==> src/rtl/store_narrow_if.sv <==
// Store request / byte-wide memory write bundle for store_narrow.
// The slave modport is the narrowing unit; master is the store stage plus memory.
interface store_narrow_if;
    logic        req_valid;
    logic        req_ready;
    logic [1:0]  req_size;
    logic [31:0] req_addr;
    logic [31:0] req_data;
    logic        mem_we;
    logic        mem_ready;
    logic [31:0] mem_addr;
    logic [7:0]  mem_wdata;
    logic        done;
    logic        align_err;
    logic        trunc_ok;

    modport slave (
        input  req_valid, req_size, req_addr, req_data, mem_ready,
        output req_ready, mem_we, mem_addr, mem_wdata, done, align_err, trunc_ok
    );

    modport master (
        output req_valid, req_size, req_addr, req_data, mem_ready,
        input  req_ready, mem_we, mem_addr, mem_wdata, done, align_err, trunc_ok
    );
endinterface

==> src/rtl/store_narrow.sv <==
// Narrows a 32-bit store (sb/sh/sw) into big-endian byte writes on an 8-bit port
// and reports alignment errors and whether the truncation preserved the value.
module store_narrow (
    input  logic          clk,
    input  logic          rst_n,
    store_narrow_if.slave bus
);
    typedef enum logic [1:0] {IDLE, WRITE, FINISH} state_t;

    state_t      state_reg, state_next;
    logic [31:0] addr_reg, addr_next;
    logic [31:0] shift_reg, shift_next;
    logic [1:0]  cnt_reg, cnt_next;
    logic        err_reg, err_next;
    logic        trunc_reg, trunc_next;

    logic        req_err;
    logic        req_trunc;
    logic [1:0]  req_last;
    logic [31:0] req_shifted;

    // Kept field is left-justified so the current byte is always shift_reg[31:24].
    always_comb begin
        req_err     = 1'b0;
        req_trunc   = 1'b1;
        req_last    = 2'd0;
        req_shifted = bus.req_data;
        case (bus.req_size)
            2'b00: begin
                req_last    = 2'd0;
                req_shifted = {bus.req_data[7:0], 24'h0};
                req_trunc   = (&bus.req_data[31:7]) | ~(|bus.req_data[31:7]);
            end
            2'b01: begin
                req_last    = 2'd1;
                req_shifted = {bus.req_data[15:0], 16'h0};
                req_err     = bus.req_addr[0];
                req_trunc   = (&bus.req_data[31:15]) | ~(|bus.req_data[31:15]);
            end
            2'b10: begin
                req_last    = 2'd3;
                req_shifted = bus.req_data;
                req_err     = |bus.req_addr[1:0];
            end
            default: begin
                req_err = 1'b1;
            end
        endcase
        if (req_err) begin
            req_trunc = 1'b0;
        end
    end

    always_comb begin
        state_next = state_reg;
        addr_next  = addr_reg;
        shift_next = shift_reg;
        cnt_next   = cnt_reg;
        err_next   = err_reg;
        trunc_next = trunc_reg;
        case (state_reg)
            IDLE: begin
                if (bus.req_valid) begin
                    addr_next  = bus.req_addr;
                    shift_next = req_shifted;
                    cnt_next   = req_last;
                    err_next   = req_err;
                    trunc_next = req_trunc;
                    state_next = req_err ? FINISH : WRITE;
                end
            end
            WRITE: begin
                if (bus.mem_ready) begin
                    if (cnt_reg == 2'd0) begin
                        state_next = FINISH;
                    end else begin
                        cnt_next   = cnt_reg - 2'd1;
                        addr_next  = addr_reg + 32'd1;
                        shift_next = {shift_reg[23:0], 8'h00};
                    end
                end
            end
            FINISH: begin
                state_next = IDLE;
            end
            default: begin
                state_next = IDLE;
            end
        endcase
    end

    always_ff @(posedge clk) begin
        if (!rst_n) begin
            state_reg <= IDLE;
            addr_reg  <= 32'h0;
            shift_reg <= 32'h0;
            cnt_reg   <= 2'd0;
            err_reg   <= 1'b0;
            trunc_reg <= 1'b0;
        end else begin
            state_reg <= state_next;
            addr_reg  <= addr_next;
            shift_reg <= shift_next;
            cnt_reg   <= cnt_next;
            err_reg   <= err_next;
            trunc_reg <= trunc_next;
        end
    end

    assign bus.req_ready = (state_reg == IDLE);
    assign bus.mem_we    = (state_reg == WRITE);
    assign bus.mem_addr  = addr_reg;
    assign bus.mem_wdata = shift_reg[31:24];
    assign bus.done      = (state_reg == FINISH);
    assign bus.align_err = (state_reg == FINISH) & err_reg;
    assign bus.trunc_ok  = (state_reg == FINISH) & trunc_reg;
endmodule

==> src/flat_wrapper.sv <==
// flat-port wrapper written by rule: the top's interface ports become plain ports
module store_narrow_flat 
  (clk, rst_n, bus_req_valid, bus_req_size, bus_req_addr, bus_req_data, bus_mem_ready, bus_req_ready, bus_mem_we, bus_mem_addr, bus_mem_wdata, bus_done, bus_align_err, bus_trunc_ok);
  store_narrow_if bus_i ();
  input  logic clk;
  input  logic rst_n;
  input wire logic [$bits(bus_i.req_valid)-1:0] bus_req_valid;
  input wire logic [$bits(bus_i.req_size)-1:0] bus_req_size;
  input wire logic [$bits(bus_i.req_addr)-1:0] bus_req_addr;
  input wire logic [$bits(bus_i.req_data)-1:0] bus_req_data;
  input wire logic [$bits(bus_i.mem_ready)-1:0] bus_mem_ready;
  output wire logic [$bits(bus_i.req_ready)-1:0] bus_req_ready;
  output wire logic [$bits(bus_i.mem_we)-1:0] bus_mem_we;
  output wire logic [$bits(bus_i.mem_addr)-1:0] bus_mem_addr;
  output wire logic [$bits(bus_i.mem_wdata)-1:0] bus_mem_wdata;
  output wire logic [$bits(bus_i.done)-1:0] bus_done;
  output wire logic [$bits(bus_i.align_err)-1:0] bus_align_err;
  output wire logic [$bits(bus_i.trunc_ok)-1:0] bus_trunc_ok;
  assign bus_i.req_valid = bus_req_valid;
  assign bus_i.req_size = bus_req_size;
  assign bus_i.req_addr = bus_req_addr;
  assign bus_i.req_data = bus_req_data;
  assign bus_i.mem_ready = bus_mem_ready;
  assign bus_req_ready = bus_i.req_ready;
  assign bus_mem_we = bus_i.mem_we;
  assign bus_mem_addr = bus_i.mem_addr;
  assign bus_mem_wdata = bus_i.mem_wdata;
  assign bus_done = bus_i.done;
  assign bus_align_err = bus_i.align_err;
  assign bus_trunc_ok = bus_i.trunc_ok;
  store_narrow u_core (.clk(clk), .rst_n(rst_n), .bus(bus_i));
endmodule
==> config.mk <==
export PLATFORM = sky130hd
export DESIGN_NAME = store_narrow_flat
export DESIGN_NICKNAME = d
export VERILOG_FILES = /design/src/rtl/store_narrow_if.sv /design/src/rtl/store_narrow.sv /design/src/flat_wrapper.sv
export SDC_FILE = /design/constraint.sdc
export NUM_CORES = 1
export LEC_CHECK = 0
export BUFFER_PORTS_ARGS = -buffer_cell sky130_fd_sc_hd__buf_2
export CORE_MARGIN = 2
export CORE_UTILIZATION = 48
export DETAILED_ROUTE_END_ITERATION = 8
export PLACE_DENSITY = 0.74
export REMOVE_ABC_BUFFERS = 1
export SLEW_MARGIN = 10
export SYNTH_ARGS = -nofsm -noshare
export SYNTH_HDL_FRONTEND = slang
export SYNTH_SLANG_ARGS = --single-unit
==> constraint.sdc <==
create_clock -name clk -period 1.75 [get_ports clk]
set_input_delay 0.2625 -clock clk [delete_from_list [all_inputs] [get_ports clk]]
set_output_delay 0.2625 -clock clk [all_outputs]
set_load 0.05 [all_outputs]
==> run summary, run 1 <==
Power
• 2.310 mW — switching power
• 42.3% — power share of the combinational group
• 34.7% — Reg power frac
• 22.9% — part of the total power dissipated in the clock network
• 40.54% — switching share of power
• 0.5302 mV — peak ir drop on the vdd network
• 5.699 mW — total chip power
• 978.0 mW/mm^2 — ratio of total power to cell area
• 2.481 nW — leakage power figure
• 3.388 mW — Internal

STA
• 13.08 ps — maximum clock skew at final layout
• 0 — number of pins exceeding their max-slew limit in the final report
• 480.7 ps — slew of the pin with the lowest slew margin
• 558.7 MHz — achievable frequency
• 5 — final setup violating endpoints
• 102.3% — ratio of final minimum period to clock period
• yes — unrepaired setup endpoints after global routing
• 1790 ps — post-layout min period
• 67.95% — tightest slew margin relative to the limit
• -39.95 ps — Worst Slack Setup Final
• 0 — Hold Vio Cnt, Final

Clock tree
• done — clock tree from TritonCTS
• sky130_fd_sc_hd__clkbuf_8 — Clock Root Buffer
• 360 ps — latest clock arrival within the worst-skew pair
• 2 — maximum clock path buffer count
• 3 — CTS HTree Levels
• 70 — CTS Sinks
• 9 — Inserted Clock Buffers
• 80 ps — register clock-pin slew on the reported worst setup and hold paths

Synth
• 0% — share of synthesized registers carrying an async set or reset
• 64 — Netlist cell types
• 0 — number of synthesized flops with an enable pin
• 0 — Ys Warns
• sky130_fd_sc_hd__dfxtp_1 — top_reg_cell synth
• 7.471 um^2 — synthesized area per cell
• 33.61% — sequential element share of the synthesized area
• 558 — Synth Instances
• 0.004169 mm^2 — Syn Std Cell Area
• 70 — number of storage elements in the synthesis netlist

GRT
• 4,535 — vias in the first global route
• 0 — grt ovf
• 0 — number of antenna violations at the first check in global routing
• 42 — largest net degree at the start of global routing
• 21,730 um — first-pass GRT wire length
• 27.52% — GRT Total Usage

Layout
• 0 — Diodes inserted
• sky130_fd_sc_hd__buf_2 — commonest non-fill, non-tap cell in the layout
• 0.005827 mm^2 — final design area excluding fillers
• 37.73% — fraction of final layout cells with drive strength greater than 1
• 70.21% — share of the core filled with cells in the final layout
• 39.77% — area growth from synthesis to layout
• sky130_fd_sc_hd__buf_2, sky130_fd_sc_hd__buf_4, sky130_fd_sc_hd__dfxtp_1 — highest-count cells in the layout ignoring fill and taps
• 792 — final net count

Die
• 97.20 um — y dimension of the die
• 50.23% — starting utilization of the core area
• 33 — standard-cell rows
• 0.009447 mm^2 — total die area
• 115 — I/O pin total
• 97.20 um — die outline width
• 0.008299 mm^2 — area of the core region

Run
• 0 — Max Cap Viol

Run status
• finished with violations — result of the run
• negative setup slack — failing checks

Route
• 0 — final antenna-violating net count
• 17.00 um — routed wire length per instance
• 5 — first-pass iteration count of the detailed router
• 6.292 — via density per instance
• 342 — DRT iter0 DRCs
• 14,050 um — total detailed-routing wirelength
• 5,197 — routed via count
• 0 — DRC violation count after routing

Worst setup path
• flop — Worst Setup End Kind
• 5 — CP Max Fanout
• 2070 ps — worst path arrival time
• flop — Worst Setup Start Kind
• reg2reg — category of the critical setup timing path
• 2030 ps — critical path required time

Placed design
• 114 — count of buffers from port buffering
• 0.005209 mm^2 — placed instance area
• 9338 um — HPWL reported at the end of detailed placement
• 0.9354 — Final GP Congestion

Worst hold path
• in2reg — worst hold path class

[through the flow]
stage	hold slack (ps)	setup WS [ps]	TNS [ps]	cells
floorplan	395.9	-1476	-65230	506
global placement	438.8	-94.32	-484.6	793
global route	187.4	-117.7	-1940	826
CTS	173.6	4.694	0	813
detailed placement	447.2	-168.9	-2010	793
finish	185.0	-39.95	-98.64	826
[critical path, cell delays in order (launching register included)]
cell	delay (ps)
sky130_fd_sc_hd__dfxtp_2	330
sky130_fd_sc_hd__inv_2	50
sky130_fd_sc_hd__ha_4	150
sky130_fd_sc_hd__nand3b_1	180
sky130_fd_sc_hd__a21o_4	260
sky130_fd_sc_hd__buf_6	130
sky130_fd_sc_hd__or4_1	460
sky130_fd_sc_hd__a31oi_1	160
[logic make-up after synthesis]
logic type      count (synthesis)  share of synthesized area, %
mux                             2                        0.5102
flops                          70                         33.61
fa+ha+maj                       6                         1.801
simple gates                  260                         32.11
buf+inv                        61                         6.663
compound gates                159                         25.30
[area by class of cell]
cell class	instances	area, um^2
fill	712	2472
clock buffer	10	127.6
inverter	9	33.78
tap	105	131.4
clock inverter	6	62.56
multi-input combinational	427	2671
sequential	70	1421
timing repair buffer	199	1379
[final timing paths]
check             cells after the start                 endpoint  slack (ps)            startpoint
setup reg to reg                      7  u_core.bus.mem_addr[21]         -40     u_core.cnt_reg[0]
hold / removal                        3      u_core.shift_reg[3]         180       bus_req_data[3]
hold reg to reg                       2     u_core.shift_reg[24]         450  u_core.shift_reg[24]
setup / recovery                      7  u_core.bus.mem_addr[21]         -40     u_core.cnt_reg[0]
[cell usage after synthesis (3+ instances only)]
| master | count | area [um^2] |
|---|---|---|
| sky130_fd_sc_hd__ha_1 | 6 | 75.07 |
| sky130_fd_sc_hd__a221oi_1 | 17 | 148.9 |
| sky130_fd_sc_hd__nand3_1 | 42 | 210.2 |
| sky130_fd_sc_hd__buf_2 | 6 | 30.03 |
| sky130_fd_sc_hd__or4_1 | 4 | 30.03 |
| sky130_fd_sc_hd__o21ai_0 | 27 | 135.1 |
| sky130_fd_sc_hd__inv_1 | 8 | 30.03 |
| sky130_fd_sc_hd__clkbuf_1 | 31 | 116.4 |
| sky130_fd_sc_hd__nor4_1 | 11 | 68.82 |
| sky130_fd_sc_hd__o221ai_1 | 3 | 26.28 |
| sky130_fd_sc_hd__buf_1 | 5 | 18.77 |
| sky130_fd_sc_hd__nor3_1 | 32 | 160.2 |
| sky130_fd_sc_hd__a32o_1 | 3 | 30.03 |
| sky130_fd_sc_hd__buf_4 | 9 | 67.56 |
| sky130_fd_sc_hd__a211oi_1 | 4 | 30.03 |
| sky130_fd_sc_hd__a21o_1 | 3 | 22.52 |
| sky130_fd_sc_hd__o22ai_1 | 3 | 18.77 |
| sky130_fd_sc_hd__dfxtp_1 | 70 | 1401 |
| sky130_fd_sc_hd__o211ai_1 | 13 | 97.59 |
| sky130_fd_sc_hd__a31oi_1 | 6 | 37.54 |
| sky130_fd_sc_hd__and2_1 | 7 | 43.79 |
| sky130_fd_sc_hd__nand2_1 | 54 | 202.7 |
| sky130_fd_sc_hd__nor2_1 | 58 | 217.7 |
| sky130_fd_sc_hd__nand4_1 | 18 | 112.6 |
| sky130_fd_sc_hd__or3_1 | 3 | 18.77 |
| sky130_fd_sc_hd__a21oi_1 | 48 | 240.2 |
| sky130_fd_sc_hd__a22oi_1 | 10 | 75.07 |
| sky130_fd_sc_hd__nand3b_1 | 3 | 22.52 |
| sky130_fd_sc_hd__and3_1 | 11 | 68.82 |
| sky130_fd_sc_hd__a311oi_1 | 3 | 26.28 |
[per-layer routing]
layer	vias up	GRT usage, %	share of wire [%]
met1	2469	35.91	41
met2	284	45.25	47
li1	2406	-	-
met3	38	6.331	8.8
met5	-	0	0
met4	0	8.559	2.5
[power by group through the flow]
stage | sequential, mW | clock (mW) | combinational (mW)
detailed placement | 1.99 | 0 | 2.10
floorplan | 2.43 | 0 | 0.854
global placement | 1.98 | 0 | 2.07
finish | 1.98 | 1.31 | 2.41
CTS | 1.96 | 1.32 | 2.18
global route | 2.00 | 1.38 | 2.59
[what timing repair did]
action	in CTS	in global routing
pin swaps	11	27
gates resized for setup	12	55
hold buffers	0	0
endpoints found under the setup margin	38	63
endpoints found under the hold margin	0	0
setup buffers	3	12
cloned	1	2
(Power assumes the default switching activity.)
==> run 2: changes to the inputs <==
--- a/config.mk
+++ b/config.mk
@@ -9,6 +9,7 @@
 export CORE_MARGIN = 2
 export CORE_UTILIZATION = 48
 export DETAILED_ROUTE_END_ITERATION = 8
+export MAX_ROUTING_LAYER = met4
 export PLACE_DENSITY = 0.74
 export REMOVE_ABC_BUFFERS = 1
 export SLEW_MARGIN = 10
==> run summary, run 2 (synthesis results as in run 1) <==
STA
• -45.45 ps — Worst Slack Setup Final, -5.499 ps
• 189.7 ps — Hold WS, +4.706 ps
• 441.1 ps — slew of the pin with the lowest slew margin, -39.63 ps
• 102.6% — ratio of final minimum period to clock period, +0.31 points
• 70.59% — tightest slew margin relative to the limit, +2.6 points
• 0 — number of pins exceeding their max-slew limit in the final report, unchanged
• 3 — final setup violating endpoints, -2
• 5.488 ps — maximum clock skew at final layout, -7.591 ps
• 1795 ps — post-layout min period, +5.499 ps
• 0 — Hold Vio Cnt, Final, unchanged
• 557.0 MHz — achievable frequency, -0.31%
• yes — unrepaired setup endpoints after global routing

Clock tree
• 9 — Inserted Clock Buffers, unchanged
• done — clock tree from TritonCTS
• 70 — CTS Sinks, unchanged
• 2 — maximum clock path buffer count, unchanged
• 0 — CTS hold repair buffers, unchanged
• 80 ps — register clock-pin slew on the reported worst setup and hold paths, about the same
• 360 ps — latest clock arrival within the worst-skew pair, about the same
• 3 — CTS HTree Levels, unchanged
• sky130_fd_sc_hd__clkbuf_8 — Clock Root Buffer

Power
• 1046 mW/mm^2 — ratio of total power to cell area, +7.0%
• 37.48% — switching share of power, -3.1 points
• 29.0% — part of the total power dissipated in the clock network, +6.1 points
• 6.113 mW — total chip power, +7.3%
• 2.486 nW — leakage power figure, +0.18%
• 38.7% — power share of the combinational group, -3.6 points
• 0.4743 mV — peak ir drop on the vdd network, -11%
• 32.3% — Reg power frac, -2.4 points
• 3.822 mW — Internal, +13%
• 2.291 mW — switching power, -0.83%

GRT
• 0 — number of antenna violations at the first check in global routing, unchanged
• 5.899% — met3 Resource Use GR, -0.43 points
• met2 — most crowded layer after global routing
• 21,490 um — first-pass GRT wire length, -1.1%
• 43 — largest net degree at the start of global routing, +2.4%
• 34.57% — routing usage on met1, -1.3 points
• 4,594 — vias in the first global route, +1.3%
• 0 — grt ovf, unchanged
• 27.78% — GRT Total Usage, +0.26 points
• 43.75% — routing usage on met2, -1.5 points

Die
• 97.20 um — die outline width, unchanged
• 0.008299 mm^2 — area of the core region, unchanged
• 115 — I/O pin total, unchanged
• 0.009447 mm^2 — total die area, unchanged
• 33 — standard-cell rows, unchanged
• 97.20 um — y dimension of the die, unchanged
• 50.23% — starting utilization of the core area, unchanged

Worst setup path
• flop — Worst Setup Start Kind
• 5 — CP Max Fanout, unchanged
• sky130_fd_sc_hd__or4_4 — slowest library cell on the worst path
• inv_2 -> ha_4 -> nand3b_1 -> a21o_2 -> buf_6 -> or4_4 -> a31oi_1 — Cell Chain, Critical Path
• 2080 ps — worst path arrival time, about the same
• 2030 ps — critical path required time, about the same
• reg2reg — category of the critical setup timing path
• flop — Worst Setup End Kind
• 460 ps — Crit path largest cell delay, about the same

Layout
• 0.005843 mm^2 — final design area excluding fillers, +0.28%
• sky130_fd_sc_hd__buf_2 — commonest non-fill, non-tap cell in the layout
• 70.41% — share of the core filled with cells in the final layout, +0.20 points
• 37.27% — fraction of final layout cells with drive strength greater than 1, -0.45 points
• sky130_fd_sc_hd__buf_2, sky130_fd_sc_hd__buf_4, sky130_fd_sc_hd__nor2_1, sky130_fd_sc_hd__dfxtp_1, sky130_fd_sc_hd__nand2_1 — highest-count cells in the layout ignoring fill and taps
• 40.16% — area growth from synthesis to layout
• 790 — final net count, -0.25%
• 824 — number of standard cells in the layout, taps in and fillers out, -0.24%
• 0 — Diodes inserted, unchanged
• 692 — Filler cells, -2.8%

Route
• 0 — final antenna-violating net count, unchanged
• 5 — first-pass iteration count of the detailed router, unchanged
• 13,870 um — total detailed-routing wirelength, -1.3%
• 16.83 um — routed wire length per instance, -1.0%
• 5,106 — routed via count, -1.8%
• 6.197 — via density per instance, -1.5%
• 330 — DRT iter0 DRCs, -3.5%
• 0 — DRC violation count after routing, unchanged

Worst hold path
• in2reg — worst hold path class

Run status
• finished with violations — result of the run
• negative setup slack — failing checks

Placed design
• 9237 um — HPWL reported at the end of detailed placement, -1.1%
• 798 — Placed Cells incl. Taps, +0.63%
• 0.005246 mm^2 — placed instance area, +0.72%
• 114 — count of buffers from port buffering, unchanged
• 0.9574 — Final GP Congestion, +2.4%

Run
• 0 — Max Cap Viol, unchanged

[run 2: changes by cell type in the layout (fill, tap and decap cells not counted), moves of 2 or more]
cell,previous run,this run
sky130_fd_sc_hd__dfxtp_2,7,11
sky130_fd_sc_hd__clkinv_2,3,1
sky130_fd_sc_hd__nor3_2,7,9
sky130_fd_sc_hd__dfxtp_1,60,57
sky130_fd_sc_hd__nor2_2,3,1
sky130_fd_sc_hd__nor2_1,55,57
sky130_fd_sc_hd__clkinv_4,2,0
sky130_fd_sc_hd__bufinv_16,1,4
[run 2: layout make-up]
type                       count  area [um^2]  area share [%]
clock buffer                  10        137.6           2.355
clock inverter                 6        132.6           2.270
inverter                       9        33.78          0.5782
multi-input combinational    427         2644           45.25
sequential                    70         1423           24.35
tap                          105        131.4           2.248
timing repair buffer         197         1341           22.96
[run 2: worst paths after layout]
kind | from | to | slack, ps | cells past startpoint
max | u_core.cnt_reg[0] | u_core.bus.mem_addr[21] | -50 | 7
min | bus_req_data[1] | u_core.shift_reg[1] | 190 | 3
max reg2reg | u_core.cnt_reg[0] | u_core.bus.mem_addr[21] | -50 | 7
min reg2reg | u_core.shift_reg[29] | u_core.shift_reg[29] | 450 | 2
[run 2: what timing repair did]
item	4_1_cts	5_1_grt
resized for setup	13	42
endpoints found under the setup margin	28	44
buffers inserted	3	4
gates cloned	1	3
pin swaps	8	20
[run 2: metal layers]
layer,up-vias,part of all wire (%)
met4,0,2.9
met3,40,9.9
met2,308,48
li1,2396,-
met1,2362,40
met5,-,0
[run 2: stage by stage]
step / TNS (ps) / setup slack (ps)
after global routing: -1314 / -105.4
after floorplan: -65230 / -1476
final: -63.84 / -45.45
after CTS: -33.69 / -23.51
after detailed placement: -864.1 / -139.9
after global placement: -278.4 / -92.62
[run 2: critical path, delay by kind of cell (launching register included)]
family                   cells  cell delay (ps)
AO/OA/AOI/OAI                2              430
AND/OR/NAND/NOR              2              620
adder cells (fa/ha/maj)      1              150
flip-flops                   1              340
buffers and inverters        2              190
[run 2: power groups by stage]
| stage | Combinational, mW | Clock [mW] | Sequential, mW |
|---|---|---|---|
| 2_1_floorplan | 0.854 | 0 | 2.43 |
| 3_3_place_gp | 2.08 | 0 | 1.98 |
| 3_5_place_dp | 2.11 | 0 | 1.98 |
| 4_1_cts | 2.15 | 1.79 | 1.95 |
| 5_1_grt | 2.53 | 1.86 | 2.00 |
| 6_report | 2.36 | 1.77 | 1.98 |
